==> src/rtl/debounce_timer_arbiter.sv <==
// debounce_timer_arbiter
//   Debounces NUM_SW bouncy switches with a single shared stability timer.
//   Switches whose synchronized level differs from their debounced level
//   request the timer; requests are granted round-robin. A granted switch
//   must stay at its new level for DEBOUNCE_LIMIT cycles before it commits.
//   Each commit emits a one-cycle press or release pulse.
module debounce_timer_arbiter #(
    parameter int NUM_SW         = 4,
    parameter int DEBOUNCE_LIMIT = 250000,
    parameter int CNT_W          = 18,
    localparam int IDX_W         = $clog2(NUM_SW)
) (
    input  logic              i_Clk,
    input  logic              i_Reset,
    input  logic [NUM_SW-1:0] i_Bouncy,
    output logic [NUM_SW-1:0] o_Debounced,
    output logic              o_Press_Pulse,
    output logic              o_Release_Pulse,
    output logic [IDX_W-1:0]  o_Event_Idx,
    output logic              o_Busy
);

    typedef enum logic [1:0] {
        IDLE   = 2'd0,
        TIMING = 2'd1,
        COMMIT = 2'd2
    } state_t;

    localparam logic [CNT_W-1:0] CNT_LAST  = CNT_W'(DEBOUNCE_LIMIT - 1);
    localparam logic [IDX_W-1:0] IDX_LAST  = IDX_W'(NUM_SW - 1);

    state_t            state;
    state_t            state_next;
    logic [NUM_SW-1:0] sync_meta;
    logic [NUM_SW-1:0] sync;
    logic [NUM_SW-1:0] req;
    logic [CNT_W-1:0]  cnt;
    logic [IDX_W-1:0]  last_grant;
    logic [IDX_W-1:0]  search_grant;

    // A switch wants the timer whenever its synchronized level disagrees
    // with the level already committed for it.
    assign req = sync ^ o_Debounced;

    // Round-robin pick: first requester strictly after the previous grant, wrapping.
    always_comb begin
        // NOTE: every variable assigned in a combinational block gets a default
        // up front so no path leaves it unassigned, which would infer a latch.
        int  cand;
        logic found;
        search_grant = last_grant;
        found        = 1'b0;
        for (int i = 1; i <= NUM_SW; i++) begin
            cand = int'(last_grant) + i;
            if (cand >= NUM_SW) begin
                cand = cand - NUM_SW;
            end
            if (!found && req[cand]) begin
                search_grant = IDX_W'(cand);
                found        = 1'b1;
            end
        end
    end

    // State register.
    always_ff @(posedge i_Clk) begin
        // NOTE: sequential state uses non-blocking assignments so every flop
        // samples the pre-edge values regardless of statement order.
        if (i_Reset) begin
            state <= IDLE;
        end else begin
            state <= state_next;
        end
    end

    // Next-state logic: grant, time the granted input, then commit.
    always_comb begin
        state_next = state;
        case (state)
            IDLE: begin
                if (|req) begin
                    state_next = TIMING;
                end
            end
            TIMING: begin
                if (!req[o_Event_Idx]) begin
                    state_next = IDLE;
                end else if (cnt == CNT_LAST) begin
                    state_next = COMMIT;
                end
            end
            COMMIT: begin
                state_next = IDLE;
            end
            default: begin
                state_next = IDLE;
            end
        endcase
    end

    // Output decode: the timer is owned in both TIMING and COMMIT.
    always_comb begin
        o_Busy = (state != IDLE);
    end

    // Datapath: synchronizer, timer, grant tracking and registered outputs.
    always_ff @(posedge i_Clk) begin
        if (i_Reset) begin
            sync_meta       <= '0;
            sync            <= '0;
            o_Debounced     <= '0;
            o_Press_Pulse   <= 1'b0;
            o_Release_Pulse <= 1'b0;
            o_Event_Idx     <= '0;
            cnt             <= '0;
            last_grant      <= IDX_LAST;
        end else begin
            sync_meta       <= i_Bouncy;
            sync            <= sync_meta;
            o_Press_Pulse   <= 1'b0;
            o_Release_Pulse <= 1'b0;
            case (state)
                IDLE: begin
                    if (|req) begin
                        cnt         <= '0;
                        o_Event_Idx <= search_grant;
                    end
                end
                TIMING: begin
                    if (!req[o_Event_Idx]) begin
                        // A glitch forfeits the turn so others are not starved.
                        last_grant <= o_Event_Idx;
                    end else if (cnt != CNT_LAST) begin
                        cnt <= cnt + 1'b1;
                    end
                end
                COMMIT: begin
                    o_Debounced[o_Event_Idx] <= sync[o_Event_Idx];
                    o_Press_Pulse            <= sync[o_Event_Idx];
                    o_Release_Pulse          <= !sync[o_Event_Idx];
                    last_grant               <= o_Event_Idx;
                end
                default: begin
                end
            endcase
        end
    end

endmodule

==> config.mk <==
export PLATFORM = sky130hd
export DESIGN_NAME = debounce_timer_arbiter
export DESIGN_NICKNAME = d
export VERILOG_FILES = /design/src/rtl/debounce_timer_arbiter.sv
export SDC_FILE = /design/constraint.sdc
export NUM_CORES = 1
export LEC_CHECK = 0
export CAP_MARGIN = 30
export CORE_MARGIN = 2
export CORE_UTILIZATION = 57
export CTS_CLUSTER_SIZE = 8
export DETAILED_ROUTE_END_ITERATION = 8
export PLACE_DENSITY = 0.75
export SLEW_MARGIN = 20
export SYNTH_ARGS = -nofsm -noshare
export SYNTH_HDL_FRONTEND = slang
export SYNTH_SLANG_ARGS = --single-unit
==> constraint.sdc <==
create_clock -name i_Clk -period 2.88 [get_ports i_Clk]
set_input_delay 0.576 -clock i_Clk [delete_from_list [all_inputs] [get_ports i_Clk]]
set_output_delay 0.576 -clock i_Clk [all_outputs]
set_load 0.005 [all_outputs]
==> results by group, run 1 <==
Worst setup path
  • Max Fanout on Critical Path: 25
  • FF-to-FF Start: sync[3]
  • CP Data Arrival Time: 2.63 ns
  • Cell family with most CP delay: multiplexers
  • Slowest-stage cell, CP: or4_1
  • Crit-path cells: xnor2_1 > mux4_2 > mux2_2 > or4_1 > mux2i_1
  • Critical Path Max Stage Delay: 0.59 ns
  • Worst R2R Setup Slack: 0.51 ns
  • Critical path capture point type: register
  • Required time worst endpoint: 3.14 ns
  • Critical path class: reg2reg
  • Critical path launch point type: register
  • Number of buffers and inverters on the critical path: 0
  • RR Endpoint: cnt[9]
  • Reg2Reg Depth: 5

Timing
  • Final worst path period need: 2.372 ns
  • Hold slack final: 0.4642 ns
  • RSZ-0062 raised after global routing: no
  • Normalized max-slew margin: 68.85%
  • Final Skew: 0.01577 ns
  • Fin crit share: 82.35%
  • Max-slew violations: 0
  • Post-route setup TNS: 0 ns
  • Final hold vios: 0
  • Finish-stage setup viols: 0
  • Fmax: 421.6 MHz
  • Worst-Margin Slew: 0.4667 ns
  • Worst Slack Setup Final: 0.5084 ns

Hold path
  • Hold path cells: 1
  • Min-Delay Endpoint: sync[0]
  • Min-Delay Path Class: reg2reg
  • Hold wc startpoint: sync_meta[0]

Logic synthesis
  • Yosys warnings: 0
  • Cell taking the most area after synthesis: dfxtp_1
  • Post-synth EDFFs: 0
  • Synthesis-stage register bit count: 38
  • Yosys cell types: 44
  • Most numerous cell in the Yosys netlist: dfxtp_1
  • Cells after synthesis: 206
  • Synthesized area: 1848 µm²
  • Largest cells by area after synthesis: dfxtp_1 (41%), or4_1 (5.3%), o31ai_1 (4.5%)
  • Commonest cells in the netlist: dfxtp_1 (38), a21oi_1 (16), nand2_1 (15)
  • Syn avg cell area: 8.971 µm²
  • Asr flop ratio synth: 0%
  • Share of Yosys cell area claimed by the top area cell type: 41.16%
  • Ys flop type: dfxtp_1
  • Register area share after synthesis: 41.16%
  • Syn Nets: 213

Route
  • DR pass1 iterations: 4
  • Post-route ant nets: 0
  • WL final: 3979 µm
  • Initial DRC count: 104
  • Drt wl/cell: 15.07 µm
  • Vias: 1,603
  • # DRC: 0
  • DR vias/cell: 6.072

Die
  • Initial core utilization: 60.04%
  • Die Span X: 60.94 µm
  • I/O pins: 15
  • DIE HEIGHT: 60.94 µm
  • Die area: 3714 µm²
  • Row count: 20
  • Core area: 3078 µm²

GRT
  • Initial antenna violation count: 0
  • First-pass GRT wire length: 6775 µm
  • Pin count of the biggest net entering global routing: 26
  • Global route overflow: 0
  • Total track usage: 24.90%
  • Vias in the first global route: 1,483

Cells and area
  • Share of layout cells above drive strength 1: 8.636%
  • Layout net count: 226
  • Final core utilization: 69.07%
  • Ant diodes: 0
  • Area delta synth->final: 15.03%
  • Final instance area: 2126 µm²

Clock tree
  • H-tree depth: 2
  • Post_cts resized: 0
  • Clk pin slew, worst setup/hold paths: 0.13 ns
  • Worst-Skew Late Latency: 0.35 ns
  • Clock sinks: 38
  • Post-CTS setup buffers: 0
  • CTS tree: built
  • CTS Buf Count: 5
  • Hold-fix buffers, CTS: 0
  • CTS Buffer Depth: 2
  • Root buffer selected by CTS: clkbuf_4

Pwr
  • Peak supply drop: 0.4056 mV
  • Power per Cell Area: 531.1 nW/µm²
  • Leakage power: 0.7115 nW

Place
  • Worst slack, placed: 0.5255 ns
  • RD Place Congestion: 1.029
  • Final HPWL DP: 2822 µm
  • Port buffer count: 14
  • Area after DPL: 2019 µm²

Job
  • Max-cap violations: 0

Outcome
  • Status: completed
metal layers:
metal  vias to the layer above  wire length (µm)  GRT usage, %
li1                        797                 -             -
met2                        38              1991         42.70
met4                         0                74         9.006
met1                       759              1722         28.93
met3                         9               190         8.316
met5                         -                 0             0
where the power goes:
part	total, mW	switching [mW]	internal (mW)
Sequential	0.562	0.0215	0.540
Combinational	0.106	0.0546	0.0518
Clock	0.461	0.189	0.271
Total	1.13	0.265	0.863
cell families after synthesis:
kind of cell,count (synthesis),share of synthesized area (%)
AOI/OAI and AO/OA,44,15.10
muxes,11,7.380
buffers and inverters,14,3.317
and+or+nand+nor,90,28.57
adders and majority gates,1,0.6769
DFF,38,41.16
xor gates and xnor gates,8,3.791
through the flow:
| step | power (mW) | std cells |
|---|---|---|
| after CTS | 1.131 | 264 |
| after floorplan | 0.6475 | 206 |
| after global routing | 1.170 | 264 |
| final | 1.129 | 264 |
| after global placement | 0.6759 | 256 |
| after detailed placement | 0.6791 | 256 |
cell usage in the layout (no fill, tap or decap), types with 2 or more instances in the layout:
cell             Yosys  final
a211o_1              2      2
a21oi_1             16     16
and2_1               2      2
and3_1               2      2
and4b_1              2      2
buf_4                0      4
bufinv_16            0      2
clkbuf_4             0      5
clkdlybuf4s50_1      0     14
dfxtp_1             38     38
inv_1                2      2
mux2i_1              8      8
mux4_2               2      2
nand2_1             15     15
nand3_1              7      7
nand4_1              2      2
nor2_1              12     12
nor2b_1             11     11
nor3_1               4      4
nor3b_1              3      3
nor4_1               3      3
o21ai_0              7      7
o31ai_1             11     11
or2_2                2      2
or3_1                6      6
or4_1               13     13
xnor2_1              4      4
xor2_1               4      4
how the worst max path moves through the flow:
stage	cells after the start	start	to	slack [ns]
3_3_place_gp	4	o_Event_Idx[1]	cnt[9]	0.60
5_1_grt	4	o_Event_Idx[1]	cnt[9]	0.40
2_1_floorplan	6	o_Event_Idx[1]	cnt[3]	0.61
4_1_cts	4	o_Event_Idx[1]	cnt[9]	0.52
6_report	5	sync[3]	cnt[9]	0.51
3_5_place_dp	4	o_Event_Idx[1]	cnt[9]	0.53
cell type report:
class	count	area (µm²)
inverters	2	7.507
repair buffers	18	170.2
fillers	248	952.2
well taps	44	55.05
flip-flops and latches	38	760.7
clock inverters	3	68.82
multi-input cells	154	1026
clock buffers	5	37.54
registers in the layout, summed over array words and instances (netlist names):
signal           count
cnt                 18
o_Release_Pulse      1
last_grant           2
o_Debounced          4
sync                 4
sync_meta            4
state                2
o_Event_Idx          2
o_Press_Pulse        1
(Power assumes the default switching activity.)
==> inputs of run 2 (changes only) <==
--- a/config.mk
+++ b/config.mk
@@ -7,10 +7,10 @@
 export LEC_CHECK = 0
 export CAP_MARGIN = 30
 export CORE_MARGIN = 2
-export CORE_UTILIZATION = 57
+export CORE_UTILIZATION = 51
 export CTS_CLUSTER_SIZE = 8
 export DETAILED_ROUTE_END_ITERATION = 8
-export PLACE_DENSITY = 0.75
+export PLACE_DENSITY = 0.71
 export SLEW_MARGIN = 20
 export SYNTH_ARGS = -nofsm -noshare
 export SYNTH_HDL_FRONTEND = slang
==> constraint.sdc (replaced) <==
create_clock -name i_Clk -period 2 [get_ports i_Clk]
set_input_delay 0.4 -clock i_Clk [delete_from_list [all_inputs] [get_ports i_Clk]]
set_output_delay 0.4 -clock i_Clk [all_outputs]
set_load 0.005 [all_outputs]
==> run 2 against run 1 <==
  * The flow now finishes with violations (setup timing)
  * Critical path depth did not move
  * Total power rose by 42%
  * Clock skew fell by 0.0081 ns
  * Design area rose by 20%
  * Largest cell class unchanged
==> results by group, run 2 (synthesis results as in run 1) <==
Outcome
  • Status: complete, but fails checks
  • Failing checks: setup timing

Timing
  • Worst-Margin Slew: 0.4994 ns (+0.03273 ns)
  • Hold slack final: 0.4557 ns (-0.008543 ns)
  • Worst Slack Setup Final: -0.1598 ns (-0.6681 ns)
  • RSZ-0062 raised after global routing: yes
  • Normalized max-slew margin: 66.43% (-2.4 points)
  • Fmax: 463.0 MHz (+9.8%)
  • Finish-stage setup viols: 16 (+16)
  • Fin crit share: 108.0% (+26 points)
  • Final Skew: 0.007718 ns (-0.008056 ns)
  • Max-slew violations: 0 (unchanged)
  • Final hold vios: 0 (unchanged)
  • Final worst path period need: 2.160 ns (-0.2119 ns)

Route
  • Initial DRC count: 135 (+30%)
  • Vias: 1,895 (+18%)
  • WL final: 5319 µm (+34%)
  • DR pass1 iterations: 5 (+1)
  • Drt wl/cell: 17.73 µm (+18%)
  • Post-route ant nets: 0 (unchanged)
  • DR vias/cell: 6.317 (+4.0%)
  • # DRC: 0 (unchanged)

Clock tree
  • Worst-Skew Late Latency: 0.36 ns (about the same)
  • Root buffer selected by CTS: clkbuf_4
  • H-tree depth: 2 (unchanged)
  • Clock sinks: 38 (unchanged)
  • Clk pin slew, worst setup/hold paths: 0.12 ns (about the same)
  • CTS Buf Count: 5 (unchanged)
  • CTS tree: built
  • CTS Buffer Depth: 2 (unchanged)
  • Hold-fix buffers, CTS: 0 (unchanged)

Worst setup path
  • Max Fanout on Critical Path: 6 (-76%)
  • FF-to-FF Start: o_Debounced[1]
  • Worst R2R Setup Slack: -0.16 ns (-0.67 ns)
  • CP Data Arrival Time: 2.46 ns (-0.17 ns)
  • Required time worst endpoint: 2.30 ns (-0.84 ns)
  • RR Endpoint: cnt[6]
  • Critical path launch point type: register
  • Critical path capture point type: register
  • Critical path class: reg2reg
  • Reg2Reg Depth: 5 (unchanged)

Cells and area
  • Largest register FFs: 18 (unchanged)
  • Layout net count: 260 (+15%)
  • Fill count: 241 (-2.8%)
  • Ant diodes: 0 (unchanged)
  • Commonest non-fill, non-tap cells in the layout: buf_4 (33), dfxtp_1 (26), nand2_1 (14), clkdlybuf4s50_1 (14), a21oi_1 (13)
  • Top reg by flops: cnt
  • Register area: 775.7 µm² (+2.0%)
  • Area delta synth->final: 37.71%
  • Final core utilization: 74.51% (+5.4 points)
  • Share of layout cells above drive strength 1: 35.04% (+26 points)
  • Area of the multi-input gates: 1217 µm² (+19%)
  • Most common cell after layout, fill and taps aside: buf_4

Die
  • Row count: 21 (+5.0%)
  • DIE HEIGHT: 64.20 µm (+5.3%)
  • Die area: 4121 µm² (+11%)
  • Core area: 3416 µm² (+11%)
  • I/O pins: 15 (unchanged)
  • Die Span X: 64.20 µm (+5.3%)
  • Initial core utilization: 54.10% (-5.9 points)

GRT
  • First-pass GRT wire length: 8611 µm (+27%)
  • Vias in the first global route: 1,805 (+22%)
  • Total track usage: 26.61% (+1.7 points)
  • Global route overflow: 0 (unchanged)
  • Pin count of the biggest net entering global routing: 25 (-3.8%)
  • Initial antenna violation count: 0 (unchanged)

Place
  • Final HPWL DP: 3199 µm (+13%)
  • Port buffer count: 14 (unchanged)
  • RD Place Congestion: 0.9379 (-8.8%)

Hold path
  • Hold wc startpoint: sync_meta[1]
  • Min-Delay Endpoint: sync[1]
  • Hold path cells: 1 (unchanged)
  • Min-Delay Path Class: reg2reg

Pwr
  • Leakage power: 0.9140 nW (+28%)
  • Power per Cell Area: 631.6 nW/µm² (+19%)
  • Peak supply drop: 0.3948 mV (-2.7%)

Job
  • Max-cap violations: 0 (unchanged)
## run 2: routing by layer
metal | track usage (%) | vias to the layer above | share of wire (%)
met4 | 12.23 | 0 | 3.1
met5 | 0 | - | 0
li1 | - | 867 | -
met2 | 43.36 | 92 | 48
met3 | 5.282 | 22 | 6.9
met1 | 33.89 | 914 | 42
## run 2: worst max path at each step
| stage | startpoint | to | slack (ns) | depth (start not counted) |
|---|---|---|---|---|
| after global routing | o_Debounced[3] | cnt[2] | -0.21 | 5 |
| after detailed placement | o_Debounced[1] | cnt[3] | -0.18 | 5 |
| after global placement | o_Debounced[3] | cnt[9] | -0.12 | 5 |
| after CTS | o_Debounced[1] | cnt[2] | -0.13 | 5 |
| final | o_Debounced[1] | cnt[6] | -0.16 | 5 |
| after floorplan | o_Debounced[3] | cnt[3] | -0.14 | 6 |
## run 2: worst max-delay path, stage by stage, from the launching register on
cell	delay (ns)
dfxtp_2	0.36
xnor2_2	0.14
mux4_2	0.52
or3_4	0.46
or4_1	0.49
a21oi_1	0.13
## run 2: what timing repair did
item                                    CTS  global route
pin swaps                                16             2
endpoints found under the setup margin   15            20
resized for setup                        17            22
gates cloned                              3             1
buffers inserted                          4             3
## run 2: layout make-up
| cell class | count | area share, % |
|---|---|---|
| Sequential cell | 38 | 30.48 |
| Clock inverter | 3 | 1.770 |
| Multi-Input combinational cell | 157 | 47.84 |
| Inverter | 2 | 0.2950 |
| Timing Repair Buffer | 49 | 15.88 |
| Clock buffer | 5 | 1.475 |
| Tap cell | 46 | 2.262 |
## run 2: power breakdown
group	switching (mW)	internal, mW
Clock	0.278	0.262
Combinational	0.128	0.137
Sequential	0.0231	0.779
Total	0.430	1.18
## run 2: per-stage QoR
step	TNS, ns	instance area, µm²	setup slack, ns	power (mW)	instances
6_report	-1.392	2545	-0.1598	1.607	300
5_1_grt	-2.370	2545	-0.2127	1.666	300
4_1_cts	-1.002	2445	-0.1317	1.594	296
3_5_place_dp	-1.438	2221	-0.1768	1.026	281
3_3_place_gp	-0.7502	2221	-0.1205	1.018	281
2_1_floorplan	-0.7372	1894	-0.1368	0.9471	206
==> inputs of run 3 (changes only) <==
--- a/config.mk
+++ b/config.mk
@@ -7,10 +7,10 @@
 export LEC_CHECK = 0
 export CAP_MARGIN = 30
 export CORE_MARGIN = 2
-export CORE_UTILIZATION = 51
+export CORE_UTILIZATION = 57
 export CTS_CLUSTER_SIZE = 8
 export DETAILED_ROUTE_END_ITERATION = 8
-export PLACE_DENSITY = 0.71
+export PLACE_DENSITY = 0.75
 export SLEW_MARGIN = 20
 export SYNTH_ARGS = -nofsm -noshare
 export SYNTH_HDL_FRONTEND = slang
==> constraint.sdc (replaced) <==
create_clock -name i_Clk -period 2.4 [get_ports i_Clk]
set_input_delay 0.48 -clock i_Clk [delete_from_list [all_inputs] [get_ports i_Clk]]
set_output_delay 0.48 -clock i_Clk [all_outputs]
set_load 0.005 [all_outputs]
==> run 3 against run 2 <==
  * Count of clock-buffer cells in the layout rose by 2
  * Register-to-register slack better by 0.25 ns
  * The run now ends clean
  * Maximum frequency is 6.6% lower
  * Sequential share of layout area is 5.5 points higher
  * Critical path depth unchanged
  * Clock power shrank 33%
  * Via count is 12% lower
  * Utilization is 5.8 points lower
  * Total power shrank 27%
  * Largest cell class unchanged
  * Combinational power decreased by 43%
  * Clock skew rose by 0.0021 ns
  * Wire length shrank 20%
==> results by group, run 3 (synthesis results as in run 1) <==
Outcome
  • Status: completed

Job
  • Max-cap violations: 0 (unchanged)

Hold path
  • Min-Delay Path Class: reg2reg
  • Hold path cells: 1 (unchanged)
  • Min-Delay Endpoint: sync[1]
  • Hold wc startpoint: sync_meta[1]

Worst setup path
  • Critical Path Max Stage Delay: 0.54 ns (+0.02 ns)
  • Reg2Reg Depth: 5 (unchanged)
  • Critical path capture point type: register
  • Critical path class: reg2reg
  • Crit-path cells: xnor2_1 > mux4_2 > or3_1 > or4_1 > a21oi_1
  • Max Fanout on Critical Path: 9 (+3)
  • CP Data Arrival Time: 2.60 ns (+0.14 ns)
  • Critical path startpoint: o_Debounced[2]
  • Required time worst endpoint: 2.69 ns (+0.39 ns)
  • RR Endpoint: cnt[3]
  • Critical path launch point type: register
  • Slowest-stage cell, CP: or4_1
  • Worst R2R Setup Slack: 0.09 ns (+0.25 ns)
  • FF-to-FF Start: o_Debounced[2]

Pwr
  • Logic pwr share: 12.9% (-3.6 points)
  • Leakage power: 0.7160 nW (-22%)
  • Power per Cell Area: 558.7 nW/µm² (-12%)
  • Switching Fraction: 26.97% (+0.23 points)
  • Peak supply drop: 0.4322 mV (+9.5%)
  • Seq pwr share: 56.5% (+6.6 points)
  • Internal power: 862.2 µW (-27%)
  • Sw Pwr: 318.4 µW (-26%)
  • Total power: 1.181 mW (-27%)
  • Clock power share: 30.7% (-2.9 points)

Cells and area
  • Area delta synth->final: 14.35%
  • Final core utilization: 68.66% (-5.8 points)
  • Commonest non-fill, non-tap cells in the layout: dfxtp_1 (38), a21oi_1 (16), nand2_1 (15)
  • Layout net count: 230 (-12%)
  • Most common cell after layout, fill and taps aside: dfxtp_1
  • Final instance area: 2113 µm² (-17%)
  • Ant diodes: 0 (unchanged)
  • Share of layout cells above drive strength 1: 9.821% (-25 points)
  • Top reg by flops: cnt
  • Largest register FFs: 18 (unchanged)

Timing
  • Final Skew: 0.009777 ns (+0.002059 ns)
  • Finish-stage setup viols: 0 (-16)
  • Post-route setup TNS: 0 ns (+1.392 ns)
  • Normalized max-slew margin: 61.18% (-5.2 points)
  • Fmax: 432.6 MHz (-6.6%)
  • Final worst path period need: 2.312 ns (+0.1519 ns)
  • Fin crit share: 96.32% (-12 points)
  • Worst-Margin Slew: 0.5744 ns (+0.07503 ns)
  • Max-slew violations: 0 (unchanged)
  • RSZ-0062 raised after global routing: no
  • Final hold vios: 0 (unchanged)

Route
  • DR vias/cell: 6.246 (-1.1%)
  • # DRC: 0 (unchanged)
  • Post-route ant nets: 0 (unchanged)
  • WL final: 4249 µm (-20%)
  • DR pass1 iterations: 4 (-1)
  • Drt wl/cell: 15.85 µm (-11%)
  • Initial DRC count: 125 (-7.4%)
  • Vias: 1,674 (-12%)

Place
  • Final HPWL DP: 2989 µm (-6.5%)
  • Area after DPL: 2049 µm² (-7.7%)
  • Port buffer count: 14 (unchanged)
  • RD Place Congestion: 0.9581 (+2.2%)

GRT
  • Met2 Resource Use GR: 45.62% (+2.3 points)
  • First-pass GRT wire length: 7031 µm (-18%)
  • Total track usage: 25.81% (-0.79 points)
  • Vias in the first global route: 1,537 (-15%)
  • Global route overflow: 0 (unchanged)
  • GR peak layer: met2
  • Met1 GRT Util: 29.16% (-4.7 points)
  • GR Util met3: 7.889% (+2.6 points)
  • Initial antenna violation count: 0 (unchanged)
  • Pin count of the biggest net entering global routing: 26 (+4.0%)

Clock tree
  • Root buffer selected by CTS: clkbuf_4
  • CTS tree: built
  • Worst-Skew Late Latency: 0.36 ns (about the same)
  • H-tree depth: 2 (unchanged)
  • CTS Buf Count: 5 (unchanged)
  • Post-CTS setup buffers: 0 (-4)
  • Clock sinks: 38 (unchanged)
  • CTS Buffer Depth: 2 (unchanged)
  • Clk pin slew, worst setup/hold paths: 0.12 ns (about the same)

Die
  • Die Span X: 60.94 µm (-5.1%)
  • Initial core utilization: 60.04% (+5.9 points)
  • DIE HEIGHT: 60.94 µm (-5.1%)
  • Row count: 20 (-4.8%)
  • I/O pins: 15 (unchanged)
  • Die area: 3714 µm² (-9.9%)
  • Core area: 3078 µm² (-9.9%)
==> run 3: power groups by stage <==
| stage | registers, mW | clock network, mW | logic [mW] |
|---|---|---|---|
| finish | 0.667 | 0.362 | 0.152 |
| global route | 0.669 | 0.384 | 0.167 |
| CTS | 0.666 | 0.361 | 0.148 |
| detailed placement | 0.680 | 0 | 0.146 |
| global placement | 0.679 | 0 | 0.142 |
| floorplan | 0.673 | 0 | 0.104 |
==> run 3: metal layers <==
| metal | up-vias | wire length, µm |
|---|---|---|
| li1 | 803 | - |
| met1 | 796 | 1729 |
| met2 | 64 | 2196 |
| met3 | 11 | 242 |
| met4 | 0 | 80 |
| met5 | - | 0 |
==> run 3: area by class of cell <==
cell class                 count  area (µm²)
multi-input combinational    154        1030
inverter                       2       7.507
fill                         259       964.7
tap                           44       55.05
clock inverter                 1       5.005
sequential                    38       760.7
timing repair buffer          22       200.2
clock buffer                   7       55.05
==> run 3: how the worst max path moves through the flow <==
stage / to / slack, ns / depth (start not counted)
6_report: cnt[3] / 0.09 / 5
5_1_grt: cnt[3] / 0.009 / 5
4_1_cts: cnt[9] / 0.07 / 5
3_5_place_dp: cnt[9] / 0.1 / 5
3_3_place_gp: cnt[9] / 0.15 / 5
2_1_floorplan: cnt[3] / 0.13 / 6
==> run 3: critical path, delay by kind of cell (launching register included) <==
kind            cells  cell delay, ns
flops               1            0.42
simple gates        2            1.01
xor+xnor            1            0.15
mux                 1            0.52
compound gates      1            0.15
==> run 3: timing repair <==
| item | CTS | global route |
|---|---|---|
| resized for setup | 0 | 1 |
| hold buffers | 0 | 0 |
| endpoints found under the setup margin | 0 | 2 |
==> run 3: per-stage QoR <==
step           std cells  setup slack (ns)  hold slack [ns]
2_1_floorplan        206            0.1285           0.4138
3_3_place_gp         260            0.1504           0.4515
3_5_place_dp         260           0.09541           0.4394
4_1_cts              268           0.07127           0.4620
5_1_grt              268          0.009137           0.4774
6_report             268           0.08833           0.4570
